File: src/rtl/esp_pkg.sv
// Shared ESP command-word layout, opcodes and sequencer state encoding.
package esp_pkg;

    localparam logic [2:0] OP_WRITE  = 3'b001;
    localparam logic [2:0] OP_READ   = 3'b010;
    localparam logic [2:0] OP_COMMIT = 3'b011;

    localparam int unsigned WORD_W   = 28;
    localparam int unsigned FLAG_BIT = 27;
    localparam int unsigned OP_MSB   = 26;
    localparam int unsigned OP_LSB   = 24;
    localparam int unsigned DATA_MSB = 23;
    localparam int unsigned DATA_LSB = 16;
    localparam int unsigned ADDR_MSB = 15;
    localparam int unsigned ADDR_LSB = 0;
    localparam int unsigned TAG_W    = 8;

    localparam logic [WORD_W-1:0] ESP_INIT_WORD = 28'h8FF0000;

    typedef enum logic [2:0] {
        StIdle,
        StFetch,
        StIssue,
        StWaitRsp,
        StDeliver,
        StNext,
        StCommit,
        StFinish
    } esp_state_e;

    // Request words always leave the response flag clear.
    function automatic logic [WORD_W-1:0] esp_cmd(input logic [2:0]  op,
                                                  input logic [7:0]  data,
                                                  input logic [15:0] addr);
        logic [WORD_W-1:0] w;
        w                     = '0;
        w[OP_MSB:OP_LSB]      = op;
        w[DATA_MSB:DATA_LSB]  = data;
        w[ADDR_MSB:ADDR_LSB]  = addr;
        return w;
    endfunction

endpackage

File: src/rtl/esp_rsp_match.sv
// Accepts a bridge response once per rising edge of its valid, if flagged and tag-matched.
module esp_rsp_match
    import esp_pkg::*;
(
    input  logic             clk_i,
    input  logic             rst_i,
    input  logic             rsp_valid_i,
    input  logic             rsp_flag_i,
    input  logic [TAG_W-1:0] rsp_tag_i,
    input  logic [TAG_W-1:0] tag_i,
    output logic             accept_o
);

    logic valid_prev_q;

    always_ff @(posedge clk_i) begin
        if (rst_i) begin
            valid_prev_q <= 1'b0;
        end else begin
            valid_prev_q <= rsp_valid_i;
        end
    end

    assign accept_o = rsp_valid_i & ~valid_prev_q & rsp_flag_i & (rsp_tag_i == tag_i);

endmodule

File: src/rtl/esp_burst_sequencer.sv
// Splits a host burst into single-byte ESP commands with timeout/retry handling.
// Define ESP_SEQ_COMMIT_EN to terminate every write burst with a commit command.
module esp_burst_sequencer
    import esp_pkg::*;
#(
    parameter int unsigned LEN_W     = 8,
    parameter int unsigned TIMEOUT   = 1024,
    parameter int unsigned MAX_RETRY = 3
) (
    input  logic              clk,
    input  logic              reset,
    input  logic              req_valid,
    output logic              req_ready,
    input  logic              req_write,
    input  logic [15:0]       req_addr,
    input  logic [LEN_W-1:0]  req_len,
    input  logic [7:0]        wr_data,
    input  logic              wr_valid,
    output logic              wr_ready,
    output logic [7:0]        rd_data,
    output logic              rd_valid,
    input  logic              rd_ready,
    output logic [WORD_W-1:0] esp_req,
    input  logic [WORD_W-1:0] esp_rsp,
    input  logic              esp_rsp_valid,
    output logic              busy,
    output logic              done,
    output logic              error
);

    localparam int unsigned TMO_W = (TIMEOUT > 1) ? $clog2(TIMEOUT) : 1;
    localparam int unsigned RTY_W = $clog2(MAX_RETRY + 2);

    esp_state_e        state_q, state_d;
    logic              write_q, write_d;
    logic [15:0]       addr_q, addr_d;
    logic [LEN_W-1:0]  rem_q, rem_d;
    logic [7:0]        wdata_q, wdata_d;
    logic [7:0]        rdata_q, rdata_d;
    logic [WORD_W-1:0] esp_req_q, esp_req_d;
    logic [TMO_W-1:0]  tmo_q, tmo_d;
    logic [RTY_W-1:0]  retry_q, retry_d;
    logic              err_q, err_d;
    logic              commit_q, commit_d;
    logic              rsp_match;
    logic              accept;
    logic              unused_rsp_bits;

    esp_rsp_match u_rsp_match (
        .clk_i       (clk),
        .rst_i       (reset),
        .rsp_valid_i (esp_rsp_valid),
        .rsp_flag_i  (esp_rsp[FLAG_BIT]),
        .rsp_tag_i   (esp_rsp[TAG_W-1:0]),
        .tag_i       (esp_req_q[TAG_W-1:0]),
        .accept_o    (rsp_match)
    );

    assign accept          = rsp_match & (state_q == StWaitRsp);
    assign unused_rsp_bits = ^{esp_rsp[OP_MSB:OP_LSB], esp_rsp[ADDR_MSB:TAG_W]};

    always_comb begin
        state_d   = state_q;
        write_d   = write_q;
        addr_d    = addr_q;
        rem_d     = rem_q;
        wdata_d   = wdata_q;
        rdata_d   = rdata_q;
        esp_req_d = esp_req_q;
        tmo_d     = tmo_q;
        retry_d   = retry_q;
        err_d     = err_q;
        commit_d  = commit_q;

        case (state_q)
            StIdle: begin
                if (req_valid) begin
                    write_d  = req_write;
                    addr_d   = req_addr;
                    rem_d    = req_len;
                    retry_d  = '0;
                    err_d    = 1'b0;
                    commit_d = 1'b0;
                    state_d  = req_write ? StFetch : StIssue;
                end
            end
            StFetch: begin
                if (wr_valid) begin
                    wdata_d = wr_data;
                    state_d = StIssue;
                end
            end
            StIssue: begin
                if (commit_q) begin
                    esp_req_d = esp_cmd(OP_COMMIT, 8'h00, addr_q);
                end else if (write_q) begin
                    esp_req_d = esp_cmd(OP_WRITE, wdata_q, addr_q);
                end else begin
                    esp_req_d = esp_cmd(OP_READ, 8'h00, addr_q);
                end
                tmo_d   = '0;
                state_d = StWaitRsp;
            end
            StWaitRsp: begin
                tmo_d = tmo_q + TMO_W'(1);
                // A response arriving on the timeout cycle still wins.
                if (accept) begin
                    if (commit_q) begin
                        state_d = StFinish;
                    end else if (write_q) begin
                        state_d = StNext;
                    end else begin
                        rdata_d = esp_rsp[DATA_MSB:DATA_LSB];
                        state_d = StDeliver;
                    end
                end else if (tmo_q == TMO_W'(TIMEOUT - 1)) begin
                    if (retry_q < RTY_W'(MAX_RETRY)) begin
                        retry_d = retry_q + RTY_W'(1);
                        state_d = StIssue;
                    end else begin
                        err_d   = 1'b1;
                        state_d = StFinish;
                    end
                end
            end
            StDeliver: begin
                if (rd_ready) begin
                    state_d = StNext;
                end
            end
            StNext: begin
                retry_d = '0;
                if (rem_q == '0) begin
`ifdef ESP_SEQ_COMMIT_EN
                    state_d = write_q ? StCommit : StFinish;
`else
                    state_d = StFinish;
`endif
                end else begin
                    addr_d  = addr_q + 16'd1;
                    rem_d   = rem_q - LEN_W'(1);
                    state_d = write_q ? StFetch : StIssue;
                end
            end
`ifdef ESP_SEQ_COMMIT_EN
            StCommit: begin
                // addr_q still holds the last byte address, which becomes the commit tag.
                commit_d = 1'b1;
                state_d  = StIssue;
            end
`endif
            StFinish: begin
                state_d = StIdle;
            end
            default: begin
                state_d = StIdle;
            end
        endcase
    end

    always_ff @(posedge clk) begin
        if (reset) begin
            state_q   <= StIdle;
            write_q   <= 1'b0;
            addr_q    <= '0;
            rem_q     <= '0;
            wdata_q   <= '0;
            rdata_q   <= '0;
            esp_req_q <= '0;
            tmo_q     <= '0;
            retry_q   <= '0;
            err_q     <= 1'b0;
            commit_q  <= 1'b0;
        end else begin
            state_q   <= state_d;
            write_q   <= write_d;
            addr_q    <= addr_d;
            rem_q     <= rem_d;
            wdata_q   <= wdata_d;
            rdata_q   <= rdata_d;
            esp_req_q <= esp_req_d;
            tmo_q     <= tmo_d;
            retry_q   <= retry_d;
            err_q     <= err_d;
            commit_q  <= commit_d;
        end
    end

    // Handshake outputs are forced low while reset is held.
    assign req_ready = (state_q == StIdle) & ~reset;
    assign wr_ready  = (state_q == StFetch) & ~reset;
    assign rd_valid  = (state_q == StDeliver) & ~reset;
    assign busy      = (state_q != StIdle) & ~reset;
    assign done      = (state_q == StFinish) & ~reset;
    assign error     = done & err_q;
    assign rd_data   = rdata_q;
    assign esp_req   = esp_req_q;

endmodule

File: config.mk
export PLATFORM = sky130hd
export DESIGN_NAME = esp_burst_sequencer
export DESIGN_NICKNAME = d
export VERILOG_FILES = /design/src/rtl/esp_pkg.sv /design/src/rtl/esp_rsp_match.sv /design/src/rtl/esp_burst_sequencer.sv
export SDC_FILE = /design/constraint.sdc
export NUM_CORES = 1
export LEC_CHECK = 0
export CAP_MARGIN = 15
export CORE_MARGIN = 2
export CORE_UTILIZATION = 35
export DETAILED_ROUTE_END_ITERATION = 10
export SETUP_SLACK_MARGIN = 0.15
export SYNTH_ARGS = -nofsm -noshare
export SYNTH_HDL_FRONTEND = slang
export SYNTH_SLANG_ARGS = --single-unit
export TNS_END_PERCENT = 1
File: constraint.sdc
create_clock -name clk -period 3.07 [get_ports clk]
set_input_delay 0.307 -clock clk [delete_from_list [all_inputs] [get_ports clk]]
set_output_delay 0.307 -clock clk [all_outputs]
set_load 0.02 [all_outputs]
==> metrics.md, run 1 <==
| Metric | Value |
|---|---|
| Status | `finished clean` |
| Worst Setup Slack, final | `around 0.61 ns` |
| Critical path cell sequence | `nand2_1, nor2_1, and2_1, clkdlybuf4s50_1` |
| Ports | `~110` |
| Slew Limit Fails | `0` |
| Fill cells | `~1,200` |
| Initial core utilization | `a little over a third` |
| Slew @ Worst Pin | `~0.76 ns` |
| DR iter-0 viols | `180` |
| Setup crit start kind | `flip-flop` |
| Pre-antenna DRT Iters | `4` |
| CTS sink cnt | `85` |
| Hold Crit Class | `in -> reg` |
| Number of global-route vias before repair | `roughly 3,800` |
| Synth Cell Area | `~4300 sq um` |
| Average wire per standard cell | `between 10 and 15 microns` |
| Crit-path slowest cell | `dfxtp_1` |
| Largest net degree at the start of global routing | `69` |
| Routed WL | `between 10,000 and 15,000 microns` |
| Fin nets | `roughly 700` |
| # diodes | `0` |
| Worst Hold Launch | `reset` |
| Routed vias/inst | `5.25` |
| CTS clk-pin slew, worst paths | `roughly 0.070 ns` |
| Reg2reg end | `rd_data[2]` |
| Unrepaired setup endpoints after global routing | `no` |
| Inserted Clock Buffers | `9` |
| Hpwl dp | `slightly below 8000 microns` |
| I/O Buffers | `95` |
| Post-synth top area share | `about two fifths` |
| Final Cycle Share | `80.2%` |
| CTS tree | `done` |
| R2R cell count | `5` |
| Register area share after synthesis | `between 30% and 40%` |
| Share of cells above drive strength 1 | `between 7 and 8%` |
| Clk Tree Root Cell | `clkbuf_16` |
| Worst vdd ir | `about 0.32 mV` |
| Critical R2R Launch | `state_q[1]` |
| Setup bufs post-CTS | `0` |
| Post-route clock skew | `approximately 0.008 ns` |
| Max Fclk | `between 400 and 500 MHz` |
| # resized after CTS | `0` |
| Global-route wire length before repair | `roughly 19,000 microns` |
| Core region area | `between 10,000 and 15,000 sq um` |
| Placed Area | `~5300 sq um` |
| Critical Path RT | `around 2.8 ns` |
| Initial antenna violation count | `0` |
| Vias | `a little over 4,000` |
| Critical Path Sink Type | `primary output` |
| Ys flop type | `dfxtp_1` |
| Post-route cell area | `between 5000 and 6000 sq um` |
| Commonest non-fill, non-tap cells in the layout | `clkdlybuf4s50_1, nand2_1, dfxtp_1, a21oi_1, nor2_1` |
| Cell accounting for the most synthesized area | `dfxtp_1` |
| Number of distinct library cells after synthesis | `56` |
| Die H | `115 microns` |
| Yosys Warn Count | `0` |
| Clock buffer depth | `2` |
| Area growth from synthesis to layout | `30.8%` |
| Reg2reg setup slack | `between 0.6 and 0.7 ns` |
| Residual DRC | `0` |
| Leakage power | `1.93 nW` |
| Cell Pwr Density | `about 510 nW/um^2` |
| WHS Endpoint | `wdata_q[3]` |
| # rows | `40` |
| CP arrival | `2.15 ns` |
| Average size of a mapped cell | `7.85 sq um` |
| Gpl congestion | `0.851` |
| Die X | `between 100 and 150 microns` |
| Die area | `13,100 sq um` |
| Worst-path fanout max | `19` |
| Worst-Skew Late Latency | `0.33 ns` |
| Endpoints failing hold | `0` |
| CP peak stage delay | `roughly 0.76 ns` |
| Worst slack, placed | `roughly 0.65 ns` |
| Max_slew headroom | `around 49%` |
| Final setup viols | `0` |
| Setup TNS | `0 ns` |
| Commonest non-fill, non-tap cell in the layout | `clkdlybuf4s50_1` |
| Post-synth EDFFs | `0` |
| Post-CTS Hold Buffers | `0` |
| Grt ovf | `0` |
| Minimum clock period | `approximately 2.5 ns` |
| Hold path depth | `2` |
| Ys async rst share | `0%` |
| Global Route Usage Sum | `between 10% and 20%` |
| Post-synthesis register bit count | `between 80 and 90` |
| Worst Path Class, Setup | `reg -> out` |
| Power consumption | `between 0.002 and 0.003 W` |
| MaxCap Viol Count | `0` |
| Core Util, Final | `a little under half` |
| Top cells by area, synth | `dfxtp_1, nand2_1, a21oi_1, mux2i_1, nor2_1` |
| Post-route ant nets | `0` |
| Post-Synthesis Cells | `546` |
| Htree depth | `3` |
[stage by stage]
step | hold slack (ns) | instances
after detailed placement | 0.447 | 755
after CTS | 0.362 | 771
final | 0.372 | 771
after global placement | 0.441 | 755
after global routing | 0.381 | 771
after floorplan | 0.435 | 547
[cell type report]
| cell class | count | area, sq um | share of cell area, % |
|---|---|---|---|
| clock inverters | 7 | 72.6 | 1.29 |
| well taps | 147 | 184 | 3.28 |
| clock buffers | 9 | 225 | 4.02 |
| repair buffers | 105 | 1020 | 18.2 |
| inverters | 6 | 22.5 | 0.402 |
| multi-input cells | 412 | 2380 | 42.4 |
| flip-flops and latches | 85 | 1700 | 30.4 |
[cell families after synthesis]
family	Yosys count	share of synthesized area, %
AOI/OAI and AO/OA	141	20.1
xor gates and xnor gates	8	1.64
adders and majority gates	4	1.17
buffers and inverters	50	5.02
DFF	85	39.7
muxes	22	5.17
other	1	0.0875
and+or+nand+nor	235	27.1
[worst max-delay path, delay by kind of cell (launching register included)]
kind,cells,cell delay [ns]
buffers and inverters,1,0.60
DFF,1,0.76
and+or+nand+nor,3,0.47
[registers in the layout (all words and copies together), names as in the netlist]
signal,count
state_q,3
wdata_q,8
rem_q,8
esp_req,26
tmo_q,10
u_rsp_match.valid_prev_q,1
rd_data,8
err_q,1
retry_q,3
addr_q,16
write_q,1
[power breakdown]
group	leakage, nW	internal [W]	switching [W]
Combinational	1.10	0.000229	0.000268
Clock	0.142	0.000633	0.000456
Sequential	0.691	0.00116	0.0000829
Total	1.93	0.00202	0.000807
[routing by layer]
metal,vias up,track usage (%),routed length [microns]
li1,2078,-,-
met1,1871,22.7,5270
met2,91,29.4,5450
met3,8,3.55,519
met4,0,3.90,109
met5,-,0,0
[cell usage after synthesis (4+ instances only)]
master / number
a21o_1: 5
nor2_1: 46
and3_1: 5
o31ai_1: 5
nand3_1: 22
and2_1: 4
nand4_1: 5
dfxtp_1: 85
or2_2: 4
nand2b_1: 6
o21ai_0: 24
inv_1: 6
nor4_1: 7
mux2i_1: 21
nor3_1: 15
a31o_2: 6
a211oi_1: 11
xnor2_1: 8
clkbuf_1: 29
or4_1: 4
a21oi_1: 67
ha_1: 4
buf_1: 4
buf_2: 7
and4_1: 5
nand2_1: 90
or3_1: 4
[worst max-delay path by stage]
stage                from          to  slack (ns)  cells after the start
5_1_grt        state_q[1]  rd_data[0]        0.47                      5
3_3_place_gp   state_q[1]  rd_data[2]        0.75                      5
6_report       state_q[2]       error        0.61                      4
3_5_place_dp   state_q[1]  rd_data[2]        0.65                      5
4_1_cts        state_q[2]       error        0.58                      4
2_1_floorplan  state_q[0]    wr_ready        1.12                      3
Power figures use the tool's default switching activity.
==> run 2, diff against run 1 <==
==> constraint.sdc (replaced) <==
create_clock -name clk -period 2.3 [get_ports clk]
set_input_delay 0.23 -clock clk [delete_from_list [all_inputs] [get_ports clk]]
set_output_delay 0.23 -clock clk [all_outputs]
set_load 0.02 [all_outputs]
==> metrics.md, run 2 (synthesis results as in run 1) <==
| Metric | Value |
|---|---|
| Status | `finished clean` |
| Endpoints failing hold | `0 (unchanged)` |
| CTS clk-pin slew, worst paths | `0.06 ns (about the same)` |
| Critical Path RT | `2.07 ns (-0.69 ns)` |
| Top delay family on crit path | `buffers and inverters` |
| Core region area | `12,000 sq um (unchanged)` |
| Clk Tree Root Cell | `clkbuf_16` |
| Core Util, Final | `48.4% (+1.6 points)` |
| Final Cycle Share | `between 90% and 100%` |
| Initial core utilization | `35.8% (unchanged)` |
| Fill cells | `1,161 (-0.85%)` |
| Final setup viols | `0 (unchanged)` |
| DR iter-0 viols | `227 (+26%)` |
| Htree depth | `3 (unchanged)` |
| Max_slew headroom | `64.9% (+16 points)` |
| Vias | `4,151 (+2.5%)` |
| CP arrival | `1.92 ns (-0.23 ns)` |
| Minimum clock period | `roughly 2.1 ns` |
| Worst-path fanout max | `13 (-6)` |
| Setup TNS | `0 ns (unchanged)` |
| Residual DRC | `0 (unchanged)` |
| Die area | `13,100 sq um (unchanged)` |
| Number of global-route vias before repair | `3,809 (+0.90%)` |
| Critical Path Sink Type | `primary output` |
| CTS tree | `done` |
| Commonest non-fill, non-tap cells in the layout | `clkdlybuf4s50_1, nand2_1, dfxtp_1, a21oi_1, nor2_1` |
| Slew Limit Fails | `0 (unchanged)` |
| Die H | `115 microns (unchanged)` |
| Setup crit start kind | `flip-flop` |
| Initial antenna violation count | `0 (unchanged)` |
| Register area | `1700 sq um (+0.15%)` |
| Global-route wire length before repair | `18,600 microns (+0.22%)` |
| Area growth from synthesis to layout | `35.2%` |
| Max reg flops | `26 (unchanged)` |
| Grt ovf | `0 (unchanged)` |
| Unrepaired setup endpoints after global routing | `yes` |
| Die X | `115 microns (unchanged)` |
| Inserted Clock Buffers | `9 (unchanged)` |
| Multi-input gate area | `2380 sq um (+0.32%)` |
| Critical path cell sequence | `nand2_1, nor2_1, and2_1, clkdlybuf4s50_1` |
| WP buf/inv | `1 (unchanged)` |
| Crit-path slowest cell | `clkdlybuf4s50_1` |
| Routed vias/inst | `5.27 (+0.46%)` |
| # rows | `40 (unchanged)` |
| Global Route Usage Sum | `17.5% (+0.12 points)` |
| I/O Buffers | `95 (unchanged)` |
| Worst Path Class, Setup | `reg -> out` |
| Leakage power | `2.06 nW (+6.6%)` |
| Worst vdd ir | `0.347 mV (+9.7%)` |
| Hpwl dp | `8080 microns (+4.0%)` |
| Fin nets | `706 (+2.3%)` |
| Power consumption | `0.00402 W (+42%)` |
| CP peak stage delay | `0.60 ns (-0.16 ns)` |
| Post-CTS Hold Buffers | `0 (unchanged)` |
| # diodes | `0 (unchanged)` |
| Post-route clock skew | `0.00308 ns (-0.00491 ns)` |
| Post-route ant nets | `0 (unchanged)` |
| Worst-Skew Late Latency | `0.34 ns (about the same)` |
| Slew @ Worst Pin | `0.527 ns (-0.237 ns)` |
| Commonest non-fill, non-tap cell in the layout | `clkdlybuf4s50_1` |
| Share of cells above drive strength 1 | `9.84% (+2.6 points)` |
| Pre-antenna DRT Iters | `4 (unchanged)` |
| Max Fclk | `roughly 470 MHz` |
| Largest net degree at the start of global routing | `47 (-32%)` |
| Routed WL | `11,400 microns (+0.45%)` |
| Hold Crit Class | `in -> reg` |
| Ports | `109 (unchanged)` |
| Gpl congestion | `0.816 (-4.1%)` |
| Cell Pwr Density | `695 nW/um^2 (+38%)` |
| CTS sink cnt | `85 (unchanged)` |
| MaxCap Viol Count | `0 (unchanged)` |
| Average wire per standard cell | `14.5 microns (-1.6%)` |
| Clock buffer depth | `2 (unchanged)` |
[run 2: cell count changes in the layout (fill, tap and decap cells not counted), moves of 2 or more]
cell and change:
buf_4 +15, bufinv_16 +2, clkinvlp_4 -2, dfxtp_1 -2, dfxtp_2 +2, inv_6 -2
[run 2: worst min-delay path, cell delays in order]
cell and delay [ns]:
buf_2 0.14, inv_1 0.12, o21a_1 0.12
[run 2: cell type report]
class,count,area share [%]
clock inverters,7,1.97
multi-input cells,412,41.2
flip-flops and latches,85,29.4
clock buffers,9,3.89
repair buffers,121,20.0
well taps,147,3.18
inverters,6,0.389
[run 2: final timing paths]
kind,from,end,slack [ns],depth (start not counted)
hold / removal,reset,retry_q[1],0.31,3
hold reg to reg,esp_req[15],esp_req[15],0.45,2
setup / recovery,state_q[0],error,0.15,4
setup reg to reg,rem_q[0],state_q[0],0.31,7
[run 2: timing repair]
item	4_1_cts	5_1_grt
resized for setup	2	3
buffers inserted	0	0
endpoints found under the setup margin	6	20
[run 2: through the flow]
step / area, sq um / std cells / setup WS [ns] / hold slack (ns)
final: 5790 / 787 / 0.153 / 0.306
after global routing: 5790 / 787 / 0.0577 / 0.346
after CTS: 5780 / 787 / 0.122 / 0.308
after detailed placement: 5440 / 771 / 0.143 / 0.447
after global placement: 5440 / 771 / 0.167 / 0.438
after floorplan: 4290 / 547 / 0.355 / 0.358
[run 2: layer usage]
layer	vias up	routed length [microns]	track usage (%)
li1	2104	-	-
met1	1917	5320	23.1
met2	117	5300	28.6
met3	13	622	3.92
met4	0	157	4.96
met5	-	0	0
[run 2: power by group]
group | switching [W] | internal [W] | total (W)
clock | 0.000590 | 0.00106 | 0.00165
sequential | 0.0000990 | 0.00155 | 0.00165
combinational | 0.000381 | 0.000344 | 0.000725
total | 0.00107 | 0.00295 | 0.00402
==> run 3, diff against run 2 <==
--- a/config.mk
+++ b/config.mk
@@ -5,10 +5,11 @@
 export SDC_FILE = /design/constraint.sdc
 export NUM_CORES = 1
 export LEC_CHECK = 0
-export CAP_MARGIN = 15
+export CAP_MARGIN = 20
 export CORE_MARGIN = 2
 export CORE_UTILIZATION = 35
 export DETAILED_ROUTE_END_ITERATION = 10
+export HOLD_SLACK_MARGIN = 0.15
 export SETUP_SLACK_MARGIN = 0.15
 export SYNTH_ARGS = -nofsm -noshare
 export SYNTH_HDL_FRONTEND = slang
==> results of run 3 <==
The final DEF is identical to that of run 2; final timing and power are the same.
